### config.mk
export PLATFORM = sky130hd
export DESIGN_NAME = uart_reg_bank_v2
export DESIGN_NICKNAME = d
export VERILOG_FILES = /design/src/rtl/uart_reg_bank_v2.sv
export SDC_FILE = /design/constraint.sdc
export NUM_CORES = 1
export LEC_CHECK = 0
export ABC_CLOCK_PERIOD_IN_PS = 3500
export CORE_ASPECT_RATIO = 0.7
export CORE_MARGIN = 5
export CORE_UTILIZATION = 45
export CTS_BUF_LIST = sky130_fd_sc_hd__clkbuf_2 sky130_fd_sc_hd__clkbuf_4 sky130_fd_sc_hd__clkbuf_8
export CTS_CLUSTER_DIAMETER = 30
export DETAILED_ROUTE_END_ITERATION = 10
export DONT_BUFFER_PORTS = 1
export MAX_ROUTING_LAYER = met4
export PLACE_DENSITY = 0.73
export SLEW_MARGIN = 20
export SYNTH_ARGS = -nofsm -noshare
export SYNTH_HDL_FRONTEND = slang
export SYNTH_SLANG_ARGS = --single-unit
### constraint.sdc
create_clock -name clk_50M -period 3.5 [get_ports clk_50M]
set_clock_uncertainty 0.15 [all_clocks]
set_input_delay 0.7 -clock clk_50M [delete_from_list [all_inputs] [get_ports clk_50M]]
set_output_delay 0.7 -clock clk_50M [all_outputs]
set_load 0.1 [all_outputs]
### src/rtl/uart_reg_bank_v2.sv
// -----------------------------------------------------------------------------
// uart_reg_bank_v2
//
// Decodes UART command packets into per-channel PWM/DAC configuration.
// Host writes land in shadow registers. A commit command copies a masked set
// of shadow channels into the active registers in a single edge, so a
// downstream channel never sees a half-written configuration. Every command
// is answered on a byte-wide response stream that ends in an XOR checksum.
//
// Parameters
//   NUM_CHANNELS  number of channels, 1..8
//   PAT_WIDTH     pattern register width, 8/16/24/32
//
// Ports
//   clk_50M            system clock (single domain)
//   rst                synchronous active-high reset
//   func_reg           command code, qualified by pack_done
//   pkt_data           payload, byte k at [8k+7:8k]; byte0 = channel / mask
//   pack_done          one-cycle packet-complete strobe
//   hs_ctrl_sta_bus    active HS control, channel i at [8i+7:8i]
//   duty_num_bus       active duty count
//   pulse_dessert_bus  active pulse gap (16 bits per channel)
//   pulse_num_bus      active pulse count
//   pat_bus            active pattern (PAT_WIDTH bits per channel)
//   ls_ctrl_sta_bus    active LS control
//   pwm_en             bit i = active HS control bit 0 of channel i
//   cfg_update         one-cycle pulse per channel on commit
//   tx_data/tx_valid   response byte stream
//   tx_ready           transmitter accepts on tx_valid & tx_ready
//   busy               command in flight (latched until last byte accepted)
//   err_cnt            dropped/rejected command count, saturating
// -----------------------------------------------------------------------------
module uart_reg_bank_v2 #(
  parameter int NUM_CHANNELS = 4,
  parameter int PAT_WIDTH    = 32
) (
  input  logic                              clk_50M,
  input  logic                              rst,
  input  logic [7:0]                        func_reg,
  input  logic [87:0]                       pkt_data,
  input  logic                              pack_done,
  output logic [8*NUM_CHANNELS-1:0]         hs_ctrl_sta_bus,
  output logic [8*NUM_CHANNELS-1:0]         duty_num_bus,
  output logic [16*NUM_CHANNELS-1:0]        pulse_dessert_bus,
  output logic [8*NUM_CHANNELS-1:0]         pulse_num_bus,
  output logic [PAT_WIDTH*NUM_CHANNELS-1:0] pat_bus,
  output logic [8*NUM_CHANNELS-1:0]         ls_ctrl_sta_bus,
  output logic [NUM_CHANNELS-1:0]           pwm_en,
  output logic [NUM_CHANNELS-1:0]           cfg_update,
  output logic [7:0]                        tx_data,
  output logic                              tx_valid,
  input  logic                              tx_ready,
  output logic                              busy,
  output logic [7:0]                        err_cnt
);

  localparam logic [7:0] SYNC_BYTE   = 8'hA5;
  localparam logic [7:0] FN_WRITE_HS = 8'h01;
  localparam logic [7:0] FN_WRITE_LS = 8'h02;
  localparam logic [7:0] FN_COMMIT   = 8'h03;
  localparam logic [7:0] FN_READ     = 8'h04;
  localparam logic [7:0] ST_OK       = 8'h00;
  localparam logic [7:0] ST_BAD_CH   = 8'h01;
  localparam logic [7:0] ST_BAD_FUNC = 8'h02;
  localparam int         RESP_MAX    = 14;
  localparam logic [8:0] CH_LIMIT    = 9'(NUM_CHANNELS);

  typedef enum logic [1:0] {S_IDLE, S_EXEC, S_RESP} state_t;

  typedef struct packed {
    logic [7:0]           ctrl;
    logic [7:0]           duty;
    logic [15:0]          dessert;
    logic [7:0]           num;
    logic [PAT_WIDTH-1:0] pat;
    logic [7:0]           ls_ctrl;
  } ch_cfg_t;

  state_t      state, state_nxt;
  ch_cfg_t     shadow [NUM_CHANNELS];
  ch_cfg_t     active [NUM_CHANNELS];
  logic [7:0]  cmd_func;
  logic [87:0] cmd_data;
  logic [7:0]  resp_buf [RESP_MAX];
  logic [3:0]  resp_len;
  logic [3:0]  resp_idx;

  // Decode of the latched command; only consumed while in S_EXEC.
  logic [7:0]  pb [11];
  logic [7:0]  ch;
  logic        bad_ch;
  logic [7:0]  status;
  logic [31:0] pat_full;
  logic [31:0] rd_pat;
  ch_cfg_t     new_cfg;
  ch_cfg_t     rd_cfg;
  logic [7:0]  rsp [RESP_MAX];
  logic [3:0]  rsp_len;
  logic [7:0]  rsp_xor;
  logic        drop;
  logic        exec_err;
  logic [8:0]  err_sum;

  // NOTE: every variable assigned in an always_comb gets a default first, so
  // no path can leave it holding its old value and infer a latch.
  always_comb begin
    for (int k = 0; k < 11; k++) pb[k] = cmd_data[8*k +: 8];
    ch       = pb[0];
    bad_ch   = {1'b0, ch} >= CH_LIMIT;
    pat_full = {pb[6], pb[7], pb[8], pb[9]};

    new_cfg         = '0;
    new_cfg.ctrl    = pb[1];
    new_cfg.duty    = pb[2];
    new_cfg.dessert = {pb[3], pb[4]};
    new_cfg.num     = pb[5];
    new_cfg.pat     = pat_full[PAT_WIDTH-1:0];

    // Read-back reports what the channels are actually running.
    rd_cfg = '0;
    for (int i = 0; i < NUM_CHANNELS; i++) begin
      if (ch == 8'(i)) rd_cfg = active[i];
    end
    rd_pat = 32'(rd_cfg.pat);

    case (cmd_func)
      FN_WRITE_HS, FN_WRITE_LS, FN_READ: status = bad_ch ? ST_BAD_CH : ST_OK;
      FN_COMMIT:                         status = ST_OK;
      default:                           status = ST_BAD_FUNC;
    endcase

    for (int k = 0; k < RESP_MAX; k++) rsp[k] = '0;
    rsp[0] = SYNC_BYTE;
    if (cmd_func == FN_READ && !bad_ch) begin
      rsp[1]  = FN_READ;
      rsp[2]  = ch;
      rsp[3]  = rd_cfg.ctrl;
      rsp[4]  = rd_cfg.duty;
      rsp[5]  = rd_cfg.dessert[15:8];
      rsp[6]  = rd_cfg.dessert[7:0];
      rsp[7]  = rd_cfg.num;
      rsp[8]  = rd_pat[31:24];
      rsp[9]  = rd_pat[23:16];
      rsp[10] = rd_pat[15:8];
      rsp[11] = rd_pat[7:0];
      rsp[12] = rd_cfg.ls_ctrl;
      rsp_len = 4'd14;
    end else begin
      rsp[1]  = cmd_func;
      rsp[2]  = status;
      rsp_len = 4'd4;
    end

    // Unused tail bytes are zero, so one XOR over the first 13 slots serves
    // both response lengths.
    rsp_xor = '0;
    for (int k = 0; k < RESP_MAX - 1; k++) rsp_xor = rsp_xor ^ rsp[k];
    if (rsp_len == 4'd14) rsp[13] = rsp_xor;
    else                  rsp[3]  = rsp_xor;

    drop     = pack_done && (state != S_IDLE);
    exec_err = (state == S_EXEC) && (status != ST_OK);
    err_sum  = {1'b0, err_cnt} + 9'(drop) + 9'(exec_err);
  end

  // FSM: state register.
  always_ff @(posedge clk_50M) begin
    if (rst) state <= S_IDLE;
    else     state <= state_nxt;
  end

  // FSM: next state and handshake outputs.
  always_comb begin
    state_nxt = state;
    busy      = 1'b0;
    tx_valid  = 1'b0;
    tx_data   = '0;
    case (state)
      S_IDLE: if (pack_done) state_nxt = S_EXEC;
      S_EXEC: begin
        busy      = 1'b1;
        state_nxt = S_RESP;
      end
      S_RESP: begin
        busy     = 1'b1;
        tx_valid = 1'b1;
        tx_data  = resp_buf[resp_idx];
        if (tx_ready && resp_idx == resp_len - 4'd1) state_nxt = S_IDLE;
      end
      default: state_nxt = S_IDLE;
    endcase
  end

  // Datapath: command latch, register banks, response buffer, error count.
  // NOTE: sequential state is written with <= only, so every register samples
  // the pre-edge values regardless of statement order.
  always_ff @(posedge clk_50M) begin
    if (rst) begin
      // NOTE: the register banks are reset explicitly: the outputs must be 0
      // after reset and they are small flop arrays, not RAM macros.
      for (int i = 0; i < NUM_CHANNELS; i++) begin
        shadow[i] <= '0;
        active[i] <= '0;
      end
      for (int k = 0; k < RESP_MAX; k++) resp_buf[k] <= '0;
      cmd_func   <= '0;
      cmd_data   <= '0;
      resp_len   <= '0;
      resp_idx   <= '0;
      cfg_update <= '0;
      err_cnt    <= '0;
    end else begin
      cfg_update <= '0;
      err_cnt    <= err_sum[8] ? 8'hFF : err_sum[7:0];

      if (state == S_IDLE && pack_done) begin
        cmd_func <= func_reg;
        cmd_data <= pkt_data;
      end

      if (state == S_EXEC) begin
        for (int i = 0; i < NUM_CHANNELS; i++) begin
          if (!bad_ch && ch == 8'(i)) begin
            if (cmd_func == FN_WRITE_HS) begin
              shadow[i].ctrl    <= new_cfg.ctrl;
              shadow[i].duty    <= new_cfg.duty;
              shadow[i].dessert <= new_cfg.dessert;
              shadow[i].num     <= new_cfg.num;
              shadow[i].pat     <= new_cfg.pat;
            end
            if (cmd_func == FN_WRITE_LS) shadow[i].ls_ctrl <= pb[1];
          end
          // Mask bits above NUM_CHANNELS-1 are never visited.
          if (cmd_func == FN_COMMIT && cmd_data[i]) begin
            active[i]     <= shadow[i];
            cfg_update[i] <= 1'b1;
          end
        end
        for (int k = 0; k < RESP_MAX; k++) resp_buf[k] <= rsp[k];
        resp_len <= rsp_len;
        resp_idx <= '0;
      end

      if (state == S_RESP && tx_ready) resp_idx <= resp_idx + 4'd1;
    end
  end

  for (genvar g = 0; g < NUM_CHANNELS; g++) begin : g_bus
    assign hs_ctrl_sta_bus[8*g +: 8]           = active[g].ctrl;
    assign duty_num_bus[8*g +: 8]              = active[g].duty;
    assign pulse_dessert_bus[16*g +: 16]       = active[g].dessert;
    assign pulse_num_bus[8*g +: 8]             = active[g].num;
    assign pat_bus[PAT_WIDTH*g +: PAT_WIDTH]   = active[g].pat;
    assign ls_ctrl_sta_bus[8*g +: 8]           = active[g].ls_ctrl;
    assign pwm_en[g]                           = active[g].ctrl[0];
  end

endmodule

==> results of run 1 <==
kinds of logic (layout without fill, tap and decap cells):
logic type | after synthesis | count (layout)
simple gates | 1090 | 1090
compound gates | 246 | 246
flops | 857 | 857
fa+ha+maj | 7 | 7
xor+xnor | 66 | 66
buf+inv | 220 | 844
other cells | 1 | 14
mux | 114 | 114
cells in the final DEF, fill, tap and decap left out, drive strengths merged, types with 12 or more instances in the layout:
cell	netlist	routed
dfxtp	113	113
o21ai	22	22
nor2	93	93
nand2	205	205
xnor2	49	49
mux4	69	69
edfxtp	744	744
dlygate4sd3	0	90
and2	357	357
clkbuf	166	196
xor2	12	12
a211oi	15	15
clkinv	0	42
and3	349	349
a21o	12	12
mux2	20	20
buf	36	467
a2bb2oi	12	12
nand3	20	20
mux2i	25	25
a21oi	123	123
inv	18	29
nor3	16	16
per-stage QoR:
stage / setup TNS [ps] / std cells
2_1_floorplan: -168.7 / 2606
3_3_place_gp: 0 / 3919
3_5_place_dp: 0 / 3919
4_1_cts: -898.0 / 4286
5_1_grt: -1153 / 4292
6_report: -413.2 / 4294
state kept, by name (all words and copies together) (netlist names), named ones only:
register	flops
state	2
err_cnt	8
resp_len	2
shadow	320
cmd_data	80
cmd_func	8
active	320
resp_buf	105
resp_idx	4
cfg_update	4
power groups by stage:
stage	Combinational, mW	Sequential [mW]	Clock (mW)
final	3.53	11.8	9.67
after global routing	3.64	11.9	10.3
after CTS	3.49	11.8	9.73
after detailed placement	3.35	12.0	0
after global placement	3.32	12.0	0
after floorplan	1.28	12.9	0
routing by layer:
layer / routed length, um / vias up / share of wire, % / GRT usage [%]
met5: 0 / - / 0 / -
met4: 4254 / 0 / 3.6 / 10.20
met3: 14360 / 267 / 12 / 8.795
met2: 56090 / 1606 / 47 / 43.23
met1: 44330 / 12446 / 37 / 34.87
li1: - / 10588 / - / -
repair_timing:
action / 4_1_cts / 5_1_grt
endpoints found under the setup margin: 8 / 9
pin swaps: 6 / 7
resized for setup: 27 / 9
hold buffers: 91 / 0
endpoints found under the hold margin: 108 / 0
setup buffers: 7 / 1
worst max path at each step:
stage          start         end  slack [ps]
5_1_grt         flop  tx_data[6]        -210
3_3_place_gp    flop  tx_data[1]         230
6_report        flop  tx_data[6]        -140
2_1_floorplan   flop  tx_data[0]        -170
4_1_cts         flop  tx_data[6]        -190
3_5_place_dp    flop  tx_data[1]         230
final cells by class:
class | instances | area, um2
Antenna cell | 8 | 20.02
Clock buffer | 196 | 2454
Clock inverter | 73 | 689.4
Fill cell | 6071 | 34090
Inverter | 18 | 67.56
Multi-Input combinational cell | 1529 | 10680
Sequential cell | 857 | 24630
Tap cell | 1056 | 1321
Timing Repair Buffer | 557 | 5026
==> impl_metrics.toml, run 1 <==
[placement]
placed_cell_area_mm2 = 0.04062
place_hpwl_um = 79010
io_buffer_count = 0
place_congestion = 0.9325
pre_cts_ws_ps = 231.6

[yosys]
synthArstFlopShare_pct = 0
yosys.area.top_type = "edfxtp_1"
synth-simple-area-share_pct = 16.95
ys_ff_latch = 857
yosysWarnings = 0
synthTopCellsByCount = "edfxtp_1, and2_1, and3_1, nand2_1, clkbuf_1"
ys_types = 70
synth-compound-area-share_pct = 4.369
ys_seq_area_share_pct = 68.46
ys_dominant_reg_cell = "edfxtp_1"
ys_top_cells_by_area = "edfxtp_1, dfxtp_1, and2_1"
synth_top_family_by_area = "simple AND/OR/NAND/NOR gates"
muxShareOfSynthArea_pct = 5.647
postSynthAreaPerCell_um2 = 13.82
synth.most_common_cell = "edfxtp_1"
netlist_instances = 2601
synth_xor_area_share_pct = 1.800
synth-edff-count = 744
syn_area_mm2 = 0.03594
synth_top_area_share_pct = 62.16
synthAdderAreaFrac_pct = 0.2646

[hold_path]
hold_path_depth = 2
hold_path_class = "input pin to flop"
min_to = "resp_buf[11][4]"
hold_start = "rst"

[die]
rows = 86
io_pins = 446
core_mm2 = 0.07898
initial_utilization_pct = 45.51
die_w_um = 347.8
die_area_mm2 = 0.08571
die_h_um = 246.5

[setup_path]
slowest_stage = "mux4_2"
reg2reg_depth = 12
crit_type = "flop to output port"
arrival_ps = 2790
worstPathRequired_ps = 2650
cp_num_cells = 5
start_kind = "flop"
cp-end-kind = "output port"
rrSetupSlack_ps = 240
slowest_delay_ps = 610
worst-path-buf-inv = 2
critPathMaxFanout = 7
cpLargestDelayFamily = "multiplexers"
r2r_start = "cmd_data[2]"
r2r_end = "err_cnt[6]"
crit_chain = "buf_12 -> mux4_2 -> mux4_2 -> and2_4 -> buf_12"

[clock_tree]
clk_path_buf_depth = 3
worst_skew_pair.late_latency_ps = 820
clk_pin_slew_ps = 60
cts_root_buffer = "clkbuf_8"
clock-sinks = 857
cts_tree = "done"
cts_htree_levels = 4
cts-buffers-inserted = 145

[timing]
fmax_ghz = 0.2745
tightest_slew_ps = 1097
slew_headroom_pct = 26.80
finalCritPeriodShare_pct = 104.1
setup_slack_ps = -143.1
min_period_ps = 3643
finalSetupViolations = 7
holdWs_ps = 135.7
grt_setup_unrepaired = "yes"
hold_viol = 0
drv_slew = 0

[routing]
drtIter0Drc = 2953
wl_per_cell_um = 27.72
dr.pass1.iters = 8
vias_per_cell = 5.800
ant_nets = 0
via_count = 24907
wl_um = 119000
drc = 0

[finish]
area_delta_synth_final_pct = 24.90
fin_util_pct = 56.84
finalInstanceArea_mm2 = 0.04489
final_nets = 3215
layout-drive-gt1-share_pct = 26.90

[flow_run]
drv_cap = 0

[power_and_ir_drop]
power_mw = 25.04
leakagePower_nw = 18.21
internal_power_mw = 17.84
p_sw_share_pct = 28.74
power_switching_mw = 7.196
p_comb_share_pct = 14.1
p_seq_share_pct = 47.3
ir_worst_vdd_mv = 0.5590
p_clk_share_pct = 38.6
p_per_area_mw_per_mm2 = 557.8

[global_route]
grt_usage_pct = 27.92
grt_pass1_wl_um = 169100
grt_max_degree = 140
grt_pass1_vias = 24629
overflow = 0
antenna_found_initial = 9

[run_status]
failed_checks = "negative setup slack"
status = "finished with violations"
Power figures use the tool's default switching activity.
==> run 2: changes to the inputs <==
==> constraint.sdc (replaced) <==
create_clock -name clk_50M -period 3.5 [get_ports clk_50M]
set_clock_uncertainty 0.15 [all_clocks]
set_input_delay 0.7 -clock clk_50M [delete_from_list [all_inputs] [get_ports clk_50M]]
set_output_delay 0.7 -clock clk_50M [all_outputs]
set_load 0.02 [all_outputs]
==> impl_metrics.toml, run 2 (synthesis gave the netlist of run 1 again) <==
[setup_path]
critPathMaxFanout = 5
arrival_ps = 2710
cp-end-kind = "output port"
slowest_stage = "mux4_2"
crit_type = "flop to output port"
worstPathRequired_ps = 2650
crit_chain = "buf_12 -> mux4_2 -> o211ai_1 -> o21ai_1 -> buf_4 -> and2_4 -> buf_6"
r2r_start = "cmd_data[3]"
start_kind = "flop"
slowest_delay_ps = 550

[die]
rows = 86
die_area_mm2 = 0.08571
die_h_um = 246.5
initial_utilization_pct = 45.51
io_pins = 446
die_w_um = 347.8
core_mm2 = 0.07898

[routing]
dr.pass1.iters = 5
highest_layer = "met4"
wl_per_cell_um = 30.04
wl_met2_um = 55820
vias_per_cell = 5.922
drtIter0Drc = 2768
ant_nets = 0
met1Wirelength_um = 44780
drc = 0
dr_wl_met3_um = 13890
via_count = 23404
wl_um = 118700

[clock_tree]
clk_pin_slew_ps = 50
cts_htree_levels = 4
clk_path_buf_depth = 3
cts_tree = "done"
worst_skew_pair.late_latency_ps = 800
cts-buffers-inserted = 143
clock-sinks = 857
cts_root_buffer = "clkbuf_8"

[finish]
n_fill_cell = 6398
layout-drive-gt1-share_pct = 18.19
ff_latch_area_mm2 = 0.02463
largestRegisters = "active: 320 flops, shadow: 320 flops, resp_buf: 105 flops"
finalInstanceArea_mm2 = 0.04224
multiInputGateArea_mm2 = 0.01069
final_common_cell = "edfxtp_1"
area_delta_synth_final_pct = 17.52
final_nets = 2877
layout_common_cells = "edfxtp_1, and2_1, and3_1, nand2_1, clkbuf_8"

[timing]
min_period_ps = 3557
finalCritPeriodShare_pct = 101.6
hold_viol = 0
grt_setup_unrepaired = "yes"
tightest_slew_ps = 975.2
fmax_ghz = 0.2812
fin_tns_setup_ps = -208.4
setup_slack_ps = -56.79
drv_slew = 0
finalSetupViolations = 6
slew_headroom_pct = 34.99

[global_route]
grt_pass1_vias = 22969
grt_usage_pct = 27.80
grt_max_degree = 105
grt_pass1_wl_um = 167000
antenna_found_initial = 5
overflow = 0

[placement]
place_hpwl_um = 76860
placed_cell_area_mm2 = 0.03798
place_congestion = 0.9125
io_buffer_count = 0

[power_and_ir_drop]
p_per_area_mw_per_mm2 = 562.2
leakagePower_nw = 16.47
ir_worst_vdd_mv = 0.3287

[run_status]
status = "finished with violations"
failed_checks = "negative setup slack"

[flow_run]
drv_cap = 0

[hold_path]
hold_start = "pack_done"
hold_path_class = "input pin to flop"
-- run 2: changes by cell type in the layout (fill, tap and decap cells not counted), moves of 4 or more --
cell	before	now
clkbuf_8	157	153
nor2b_1	5	10
a21oi_1	117	113
a21oi_2	5	10
clkinv_1	19	23
buf_4	417	86
-- run 2: final cells by class --
cell class,instances,share of cell area [%]
Multi-Input combinational cell,1529,25.31
Antenna cell,5,0.02962
Clock inverter,74,1.576
Inverter,18,0.1600
Sequential cell,857,58.30
Timing Repair Buffer,221,5.818
Tap cell,1056,3.128
Clock buffer,192,5.679
-- run 2: through the flow --
| stage | setup WS, ps | hold WS [ps] | cells | power (mW) | util (%) |
|---|---|---|---|---|---|
| after floorplan | 48.72 | 284.7 | 2606 | 13.34 | - |
| after global placement | 202.1 | 304.3 | 3583 | 14.30 | 48.08 |
| after detailed placement | 213.8 | 316.3 | 3583 | 14.34 | 48.08 |
| after CTS | -133.2 | 27.75 | 3946 | 23.80 | 53.38 |
| after global routing | -146.3 | 85.56 | 3950 | 24.48 | 53.47 |
| final | -56.79 | 112.0 | 3952 | 23.75 | 53.48 |
-- run 2: metal layers --
layer	vias up	GRT usage [%]
met5	-	-
li1	9910	-
met1	11834	34.46
met4	0	9.334
met3	261	9.670
met2	1399	43.07
-- run 2: path summary, 6_finish.rpt --
kind	slack, ps	cells past startpoint	to
hold / removal	110	3	state[1]
hold reg to reg	330	2	cmd_data[7]
setup reg to reg	180	7	resp_buf[11][0]
setup / recovery	-60	7	tx_data[1]
-- run 2: power by group --
part           leakage (nW)  total, mW  switching, mW  internal (mW)
sequential             8.64       12.1          0.525           11.6
clock                  1.59       9.43           4.28           5.15
combinational          6.25       2.24           1.43          0.808
total                  16.5       23.7           6.24           17.5
-- run 2: repair_timing --
action / CTS / global route
endpoints found under the hold margin: 108 / 0
cloned: 3 / 0
hold buffers: 90 / 0
pin swaps: 10 / 6
resized for setup: 29 / 12
buffers inserted: 6 / 1
endpoints found under the setup margin: 8 / 12
-- run 2: critical path: cells and delay by family (launching register included) --
family,cells,cell delay (ps)
multiplexers,1,550
buffers and inverters,3,480
flip-flops,1,440
AO/OA/AOI/OAI,2,280
AND/OR/NAND/NOR,1,160
